`src/rtl/serial_bus_responder.sv`:
```
// Memory-side responder for the serialized arlet6502 byte bus.
// Rebuilds the 16-bit address from the ABL/ABH phases. Turns read/write slots
// into req/ack RAM transactions, stalls the core via RDY while one is
// outstanding, and serves a low-priority peek read of a fixed address.
module serial_bus_responder #(
  parameter logic [15:0] PEEK_ADDR = 16'hE200
) (
  input  logic        clk,
  input  logic        reset,
  input  logic        en,
  input  logic [7:0]  DO,
  input  logic        WE,
  input  logic [2:0]  lh,
  output logic [7:0]  DI,
  output logic        RDY,
  output logic        mem_req,
  output logic        mem_we,
  output logic [15:0] mem_addr,
  output logic [7:0]  mem_wdata,
  input  logic [7:0]  mem_rdata,
  input  logic        mem_ack,
  input  logic        peek_en,
  output logic [7:0]  peek_data,
  output logic        peek_valid
);

  typedef enum logic [1:0] {
    IDLE,
    RD_WAIT,
    WR_WAIT,
    PEEK_WAIT
  } state_t;

  state_t     state;
  logic [7:0] abl;
  logic [7:0] abh;

  // The CPU holds lh while stalled, so the phase that launched a transaction
  // is seen again on return to IDLE; remember it until lh moves on.
  logic       svc_valid;
  logic [2:0] svc_lh;

  logic phase_fresh;
  logic cpu_rd;
  logic cpu_wr;

  // Qualify CPU read/write slots, excluding a phase that was already serviced
  always_comb begin
    phase_fresh = !(svc_valid && (lh == svc_lh));
    cpu_wr      = en && phase_fresh && (lh == 3'd5) && WE;
    cpu_rd      = en && phase_fresh && (lh == 3'd3) && !WE;
    RDY         = en && (state == IDLE) && !reset;
  end

  // Transaction FSM with registered memory-side and CPU-side outputs
  always_ff @(posedge clk) begin
    if (reset) begin
      state      <= IDLE;
      abl        <= '0;
      abh        <= '0;
      DI         <= '0;
      mem_req    <= 1'b0;
      mem_we     <= 1'b0;
      mem_addr   <= '0;
      mem_wdata  <= '0;
      peek_data  <= '0;
      peek_valid <= 1'b0;
      svc_valid  <= 1'b0;
      svc_lh     <= '0;
    end else begin
      peek_valid <= 1'b0;
      if (svc_valid && (lh != svc_lh)) begin
        svc_valid <= 1'b0;
      end

      case (state)
        IDLE: begin
          if (lh == 3'd0) begin
            abl <= DO;
          end
          if (lh == 3'd2) begin
            abh <= DO;
          end

          if (cpu_wr) begin
            mem_addr  <= {abh, abl};
            mem_wdata <= DO;
            mem_we    <= 1'b1;
            mem_req   <= 1'b1;
            svc_valid <= 1'b1;
            svc_lh    <= lh;
            state     <= WR_WAIT;
          end else if (cpu_rd) begin
            mem_addr  <= {abh, abl};
            mem_we    <= 1'b0;
            mem_req   <= 1'b1;
            svc_valid <= 1'b1;
            svc_lh    <= lh;
            state     <= RD_WAIT;
          end else if (peek_en) begin
            mem_addr <= PEEK_ADDR;
            mem_we   <= 1'b0;
            mem_req  <= 1'b1;
            state    <= PEEK_WAIT;
          end
        end

        RD_WAIT: begin
          if (mem_ack) begin
            DI      <= mem_rdata;
            mem_req <= 1'b0;
            state   <= IDLE;
          end
        end

        WR_WAIT: begin
          if (mem_ack) begin
            mem_req <= 1'b0;
            state   <= IDLE;
          end
        end

        PEEK_WAIT: begin
          if (mem_ack) begin
            peek_data  <= mem_rdata;
            peek_valid <= 1'b1;
            mem_req    <= 1'b0;
            state      <= IDLE;
          end
        end

        default: begin
          mem_req <= 1'b0;
          state   <= IDLE;
        end
      endcase
    end
  end

endmodule
```
`config.mk`:
```
export PLATFORM = sky130hd
export DESIGN_NAME = serial_bus_responder
export DESIGN_NICKNAME = d
export VERILOG_FILES = /design/src/rtl/serial_bus_responder.sv
export SDC_FILE = /design/constraint.sdc
export NUM_CORES = 1
export LEC_CHECK = 0
export BUFFER_PORTS_ARGS = -buffer_cell sky130_fd_sc_hd__buf_2
export CAP_MARGIN = 20
export CORE_MARGIN = 5
export CORE_UTILIZATION = 52
export CTS_CLUSTER_DIAMETER = 80
export DETAILED_ROUTE_END_ITERATION = 6
export PLACE_DENSITY_LB_ADDON = 0.05
export SLEW_MARGIN = 20
export SYNTH_ARGS = -nofsm -noshare
export SYNTH_HDL_FRONTEND = slang
export SYNTH_SLANG_ARGS = --single-unit
export TNS_END_PERCENT = 1
```
`constraint.sdc`:
```
create_clock -name clk -period 4.46 [get_ports clk]
set_clock_uncertainty 0.2 [all_clocks]
set_input_delay 0.892 -clock clk [delete_from_list [all_inputs] [get_ports clk]]
set_output_delay 0.892 -clock clk [all_outputs]
set_load 0.01 [all_outputs]
```
---- After elaboration in Yosys (flattened, before gate mapping) ----
Cells that the tools add are included.
storage, ports and cells
  register bits ........................... 65
  output and inout port bits .............. 44
  logic and storage cells ................. 72
operators by class
  equality and inequality tests ........... 10
  mux-type cells .......................... 23
  bitwise operators ....................... 1
  reduce and logical (&&, ||, !) cells .... 26
operators with widths
  kind                count
  $mux 16             3
  $reduce_and 2->1    8
  $mux 1              12
  $logic_and 1x1->1   9
  $mux 2              4
  $eq 3x2->1 const B  2
  $mux 3              2
  $eq 2x2->1 const B  2
  $ne 4x4->1 const B  1
  $pmux 2 s2          1
  $eq 3x3->1          1
  $eq 3x3->1 const B  1
  $logic_not 1->1     3
  $logic_not 3->1     1
  $ne 3x3->1          1
  $reduce_bool 3->1   1
  $reduce_or 3->1     1
  $eq 2x1->1 const B  1
  $logic_not 2->1     1
  $ne 2x1->1 const B  1
  $pmux 1 s2          1
  $reduce_bool 2->1   1
  $reduce_or 2->1     1
  $not 1->1           1

---- Longest topological paths before layout ----
Gate-level depths: netlist of the first run.
  depth in word-level cells ............... 9
  gate-level depth with buffers ........... 6
  depth with buffers taken out ............ 4

---- Worst setup path after synthesis of the first run ----
Ideal clock, no wire load.
  kind .................................... input -> output
  start point ............................. input port reset
  end point ............................... output port RDY
  data arrival time ....................... 1.519 ns
  required time ........................... 3.368 ns
  setup slack ............................. 1.849 ns
  stages on the path ...................... 2
  cell sequence ........................... clkbuf_1 nor4b_1
between the ends
  word-level cells in the longest chain between the ends .. 2
ends and longest elaborated chain
  item               RTL line  RTL
  from (decl)        9         input logic reset,
  $logic_not 1->1    52        RDY = en && (state == IDLE) && !reset;
  $logic_and 1x1->1  52
  to (decl)          15        output logic RDY,
Every way passes these cells.

---- Worst setup path in the final report of the first run ----
  start point ............................. input port lh[1]
  end point ............................... register mem_we
between the ends
  word-level cells in the longest chain between the ends .. 8
  elaborated cells on any way between the ends .. 14
  those cells by class .................... 3 x eq/ne; 2 x mux; 9 x reduce/logical
ends and longest elaborated chain
  item                                                   RTL line  RTL
  from (decl)                                            13        input logic [2:0] lh,
  $eq 3x3->1                                             49        phase_fresh = !(svc_valid && (lh == svc_lh));
  $logic_and 1x1->1                                      49
  $logic_not 1->1                                        49
  $logic_and 1x1->1                                      50, 51
  $logic_and 1x1->1 (on tied branches) (2 in a row)      51, 50
  $reduce_bool 3->1 (no line) or $mux 1 (tied branches)  --
  $reduce_and 2->1 (no line) or $mux 1 (tied branches)   --
  to (signal assigned)                                   63        mem_we <= 1'b0;
  to (signal assigned)                                   88        mem_we <= 1'b1;
  to (signal assigned)                                   95        mem_we <= 1'b0;
  to (decl)                                              17        output logic mem_we,
Parallel ways exist; a longest one is shown, timed or not.
A chain may end at the register's enable or synchronous reset.

==> results of run 1 <==
## registers in the layout, indices dropped and copies added, names as in the netlist, 2 cells and up
signal,flops
DI,8
svc_lh,3
abl,8
peek_data,8
state,2
abh,8
mem_addr,16
mem_wdata,8
## placed cells by master, fill, tap and decap left out, types with 4 or more instances in the layout
| cell | instances |
|---|---|
| sky130_fd_sc_hd__o211ai_1 | 13 |
| sky130_fd_sc_hd__nor3_1 | 4 |
| sky130_fd_sc_hd__a21oi_1 | 43 |
| sky130_fd_sc_hd__a211oi_1 | 4 |
| sky130_fd_sc_hd__clkbuf_8 | 12 |
| sky130_fd_sc_hd__mux2i_1 | 16 |
| sky130_fd_sc_hd__nand2_1 | 30 |
| sky130_fd_sc_hd__dfxtp_1 | 65 |
| sky130_fd_sc_hd__o31ai_1 | 10 |
| sky130_fd_sc_hd__nand4b_1 | 8 |
| sky130_fd_sc_hd__buf_2 | 68 |
| sky130_fd_sc_hd__nor2_1 | 25 |
| sky130_fd_sc_hd__nand3_1 | 20 |
## layout make-up
| class | count | area [µm²] |
|---|---|---|
| clock buffer | 14 | 173 |
| clock inverter | 2 | 35.0 |
| fill | 435 | 1650 |
| multi-input combinational | 197 | 1180 |
| sequential | 65 | 1300 |
| tap | 67 | 83.8 |
| timing repair buffer | 71 | 363 |
## logic make-up after synthesis
group,count (synthesis)
AOI/OAI and AO/OA,79
xor gates and xnor gates,3
buffers and inverters,27
DFF,65
muxes,16
and+or+nand+nor,99
## power by group through the flow
stage	Clock, µW	Combinational (µW)	Sequential, µW
after floorplan	0	85.8	625
after global placement	0	129	625
after detailed placement	0	130	626
after CTS	525	130	613
after global routing	549	145	615
final	518	130	613
## metal layers
layer  vias up  global-route usage, %  part of all wire [%]
li1       1147                      -                     -
met1      1052                   29.1                    49
met2        58                   31.6                    46
met3         6                   3.59                   5.0
met4         0                   8.11                  0.70
met5         -                      0                     0
## path summary, 6_finish.rpt
| path | startpoint | to | slack [ps] | cells after the start |
|---|---|---|---|---|
| worst max-delay path | lh[1] | mem_we | 1610 | 5 |
| worst min-delay path | peek_data[2] | peek_data[2] | 250 | 2 |
| worst max register to register | state[0] | abl[6] | 2110 | 4 |
| worst min register to register | peek_data[2] | peek_data[2] | 250 | 2 |
## through the flow
step | std cells | power, µW | hold slack [ps] | area (µm²) | setup slack, ps
5_1_grt | 416 | 1310 | 275 | 3130 | 1470
2_1_floorplan | 289 | 711 | 237 | 2600 | 1850
6_report | 416 | 1260 | 251 | 3130 | 1610
3_3_place_gp | 400 | 754 | 240 | 2930 | 1310
4_1_cts | 416 | 1270 | 253 | 3130 | 1640
3_5_place_dp | 400 | 755 | 243 | 2930 | 1290
## critical path, stage by stage
cell and delay, ps:
sky130_fd_sc_hd__buf_2 380, sky130_fd_sc_hd__or3b_4 450, sky130_fd_sc_hd__a211o_1 610, sky130_fd_sc_hd__or3_1 450
sky130_fd_sc_hd__a21oi_1 120
==> results summary, run 1 <==
The flow ran to the end, and the final reports show no timing, DRC or antenna violations. The number of ports placed on the die boundary came out at 69. The net count of the mapped netlist is 314. The final layout contains routed wiring with a total length of 6390 µm.

The final count of negative-setup-slack endpoints is 0. The number of max-slew violations in the final report was 0. Sorting the synthesized cells by area gives the leading types as sky130_fd_sc_hd__dfxtp_1, sky130_fd_sc_hd__a21oi_1, sky130_fd_sc_hd__mux2i_1. The combined global-route utilization of all metal layers came out at 20.8%. Clock-pin slew was measured on the worst setup and hold paths at 70 ps. Per report_power, the clock group accounts for 41.1% of the total. For this block, the initial DRC count from the detailed router was 136. The synthesized instance count came out at 289.

The congestion estimate from routability-driven global placement came to 0.775. The area of the placeable core came out at 4790 µm². The final core utilization is 65.5%. The share of synthesized area in the top cell type comes to 50.1%. The number of gates given a new drive strength after cts is 0.

The post-synthesis cell type count is 33. After detailed routing, the average wire length per cell comes to 15.4 µm. The worst-case clock buffer depth came out at 2.

Counting every sink on the clock net gives 65. TritonCTS built the clock tree. The repair_antennas step left the layout with diodes totalling 0. The largest net degree at the start of global routing came out at 68. The maximum clock rate is 0.351 GHz.

The power share of the combinational group is 10.3%. The number of CTS-inserted buffers is 9. The full die area came out at 6510 µm². The worst setup path is captured at a flip-flop. STA puts the critical path data arrival time at 2910 ps. After synthesis, the largest family of logic cells by area is simple AND/OR/NAND/NOR gates.

In the synthesized netlist, mux cells make up 6.17% of the area. The count of final hold-check violations came to 0. The flip-flop and latch count after synthesis came out at 65.

The number of global-route vias before repair came out at 2134. The cell internal power dissipation is 948 µW. The die span in x came out at 80.7 µm.

The standby leakage power came out at 0.00128 µW. For this run, the leading register cell type out of synthesis is sky130_fd_sc_hd__dfxtp_1. Measured against its own limit, the worst slew margin works out to 31.4%. The synthesized netlist occupies a cell area of 2600 µm². The startpoint-to-endpoint class of the critical path is in -> reg. The fraction of layout cells with a size suffix above 1 came out at 25.8%.

Row generation in the floorplan step produced 25 rows. The max-capacitance violation count came out at 0. The count of flip-flops with a built-in enable after synthesis came out at 0.

The initial antenna violation count came out at 0. In the final design database the tool counted 369 nets. After Yosys synthesis, and, or, nand and nor cells account for 19.0% of the synthesized area. The fraction of the mapped netlist area in compound gates is 18.8%. In the routed design, unresolved DRC markers number 0. Setup repair after global routing left no endpoint under its margin. The worst supply voltage drop on vdd came out at 213 µV. The count of nets left with antenna violations after detail routing is 0.

The analysis attributes to net switching a power of 314 µW. Yosys instantiated no cell more often than sky130_fd_sc_hd__dfxtp_1. The H-tree depth came out at 3.

Of all cell types, the one taking the most synthesized area is sky130_fd_sc_hd__dfxtp_1. The y dimension of the die came out at 80.7 µm. The number of synthesis warnings is 0. The type of the tightest min-delay check is reg -> reg. The synthesized-area fraction occupied by adder cells came out at 0%.

Averaged over all synthesized cells, the footprint is 8.99 µm². The final critical path time including I/O delays and setup is 2850 ps. Of the available clock period, the critical path in the final layout requires 63.9%. The transition time at the pin with the least slew margin came out at 1030 ps. The xor-xnor portion of the synthesized cell area is 1.01%. The count of hold-fix buffers inserted at cts is 0. The sequential share of power came out at 48.6%. The fraction of registers with async set/reset is 0%.

After detailed routing, the number of vias per cell comes to 5.44. The sum of negative setup slack is 0 ps. The clock root buffer master is sky130_fd_sc_hd__clkbuf_8. The required time of the critical path came out at 4520 ps. The signed area change from the synthesized netlist to the final layout came out at 20.6%. The HPWL reported at the end of detailed placement is 4210 µm. Summed over all layers, the global routing overflow is 0. The share of the Yosys chip area taken by registers is 50.1%. Counting instances in the post-synthesis netlist gives the leading cell types as sky130_fd_sc_hd__dfxtp_1, sky130_fd_sc_hd__a21oi_1, sky130_fd_sc_hd__nand2_1, sky130_fd_sc_hd__nor2_1, sky130_fd_sc_hd__nand3_1. The power density over the cells came out at 403 nW/µm². Summing over every cut layer, the via total after detailed routing is 2263. The first detailed-routing pass took 5 iterations. The effective utilization at floorplan came out at 54.3%. The first global-routing pass estimated 10400 µm of wire.

The maximum fanout along the worst path came out at 32. For the worst-skew pair, the clock arrives at the later sink with an insertion delay of 340 ps. The switching portion of total power is 24.9%. The worst setup path is launched from an input pin. The post-CTS setup-driven buffer insertion count is 0.

The number of input and output port buffers inserted came out at 68.
Power figures use the tool's default switching activity.
==> run 2, diff against run 1 <==
Clock period 4.46 ns to 3 ns, I/O delays scaled along.
==> results summary, run 2 (same netlist as run 1, synthesis figures left out) <==
The HPWL reported at the end of detailed placement came out at 4270 µm. The transition time at the pin with the least slew margin is 913 ps. The post-CTS setup-driven buffer insertion count is 0. Across every metal layer, demand over resource in global routing totals 22.1%. The type of the tightest min-delay check is reg -> reg.

In the finished design, the share of the clock period the worst path needs comes to 74.4%. The power density over the cells is 608 nW/µm². The clock root buffer master is sky130_fd_sc_hd__clkbuf_8. The flop-to-flop setup slack came out at 970 ps. The congestion estimate from routability-driven global placement came to 0.808. Summed over all layers, the routed wires come to 6580 µm. The detail route stage leaves a number of antenna-violating nets equal to 0. The max-capacitance violation count is 0. The flip-flop count of the largest register after layout came out at 16. The count of hold-fix buffers inserted at cts is 0. The smallest clock period supported by the final layout is computed as 2230 ps. Dividing the detail-routed wire length by the instance count gives 15.7 µm. The worst supply voltage drop on vdd came out at 348 µV.

The number of instances on the worst hold path came out at 2. Measured against its own limit, the worst slew margin works out to 39.1%. The repair_antennas step left the layout with diodes totalling 0. For the worst setup path, the data arrival time is 2310 ps. The maximum fanout along the worst path is 27. After floorplanning, the core was divided into 25 placement rows. The number of design rule violations left after detail routing is 0. The count of final hold-check violations is 0. The analysis attributes to cell leakage a power of 0.00131 µW. The fill cell instance count of the final layout came out at 428. The worst flop-to-flop path endpoint is abl[3]. The sort of element at the end of the critical path is a flip-flop.

The top cell types in the final layout, fill and taps aside, are sky130_fd_sc_hd__buf_2, sky130_fd_sc_hd__dfxtp_1, sky130_fd_sc_hd__a21oi_1. The beginning of the worst register-to-register path is state[0]. After the first detailed-routing iteration, the DRC count stood at 166. The worst hold slack is 258 ps.

Buffers inserted during clock tree synthesis total 9. The sum of negative setup slack is 0 ps. The y dimension of the die is 80.7 µm. The worst setup path is of the in -> reg kind. The number of max-slew violations in the final report came out at 0. The overall via count from detail_route came out at 2305. The first-pass iteration count of the detailed router came out at 4. The number of ports placed on the die boundary came out at 69. The count of buffers added on input and output ports is 68. The total number of nets in the final design is 372. In the routed layout, each cell is associated on average with a via count of 5.50. Based on the critical path, the design can be clocked at up to 0.448 GHz. The worst hold path begins at peek_data[6]. Entering global routing, the biggest net connects 49 pins.

The worst hold path terminates at peek_data[6]. The overflow left after global routing came out at 0. The die span in x came out at 80.7 µm. The clock tree from TritonCTS is built.

The required time of the critical path is 3080 ps. The effective utilization at floorplan is 54.3%. The latest clock arrival within the worst-skew pair came out at 340 ps. The clock-pin slew on the worst setup and hold paths came out at 70 ps.

The worst-case clock buffer depth is 2. Leaving out fill and tap cells, the most frequent cell in the layout is sky130_fd_sc_hd__buf_2. The number of global-route vias before repair came out at 2171. The area of the placeable core came out at 4790 µm². The number of clock sinks came out at 65. The initial antenna violation count is 0. More flip-flops sit in one register than any other, and that register is mem_addr. The full die area came out at 6510 µm².

The signed area change from the synthesized netlist to the final layout is 22.2%. The run finished with clean final reports. Setup repair after global routing left no endpoint under its margin.

The type of origin of the critical path is an input pin. CTS built an H-tree with a depth of 3. The worst register-to-register path has a depth of 5. The fraction of layout cells with a size suffix above 1 is 26.7%. The wire length of the first global-routing pass is 10900 µm. The final count of negative-setup-slack endpoints came out at 0. For this run, the share of the core covered by cells in the final layout is 66.3%. The number of gates given a new drive strength after cts came out at 0.
[run 2: through the flow]
stage          total power (µW)  worst slack, ps  cell area (µm²)  std cells
4_1_cts                    1950              792             3170        419
3_5_place_dp               1130              428             2950        403
3_3_place_gp               1120              456             2950        403
2_1_floorplan              1060              882             2600        289
5_1_grt                    2020              675             3170        419
6_report                   1930              767             3170        419
[run 2: how the worst max path moves through the flow]
stage           from           end  cells after the start
2_1_floorplan  lh[2]  mem_wdata[6]                      6
3_3_place_gp   lh[2]        mem_we                      5
3_5_place_dp   lh[2]        mem_we                      5
4_1_cts        lh[2]        mem_we                      5
5_1_grt        lh[2]        mem_we                      5
6_report       lh[2]        mem_we                      5
[run 2: layout make-up]
class | instances | area [µm²] | share of cell area (%)
sequential | 65 | 1300 | 41.0
clock buffer | 15 | 196 | 6.19
timing repair buffer | 74 | 385 | 12.1
clock inverter | 1 | 30.0 | 0.946
multi-input combinational | 197 | 1180 | 37.1
tap | 67 | 83.8 | 2.64
[run 2: critical path, stage by stage]
cell                      delay [ps]
sky130_fd_sc_hd__buf_2           130
sky130_fd_sc_hd__or3b_4          410
sky130_fd_sc_hd__a211o_1         610
sky130_fd_sc_hd__or3_1           450
sky130_fd_sc_hd__a21oi_1         120
[run 2: where the power goes]
group	internal, µW	switching [µW]	leakage (µW)
clock	498	324	0.000116
sequential	891	19.5	0.000527
combinational	69.0	129	0.000662
[run 2: routing by layer]
| metal | global-route usage [%] | vias up | part of all wire (%) | wire, µm |
|---|---|---|---|---|
| met3 | 7.40 | 13 | 6.1 | 404 |
| met5 | 0 | - | 0 | 0 |
| met2 | 31.5 | 67 | 45 | 2960 |
| met1 | 30.4 | 1072 | 47 | 3060 |
| li1 | - | 1153 | - | - |
| met4 | 9.12 | 0 | 2.4 | 158 |
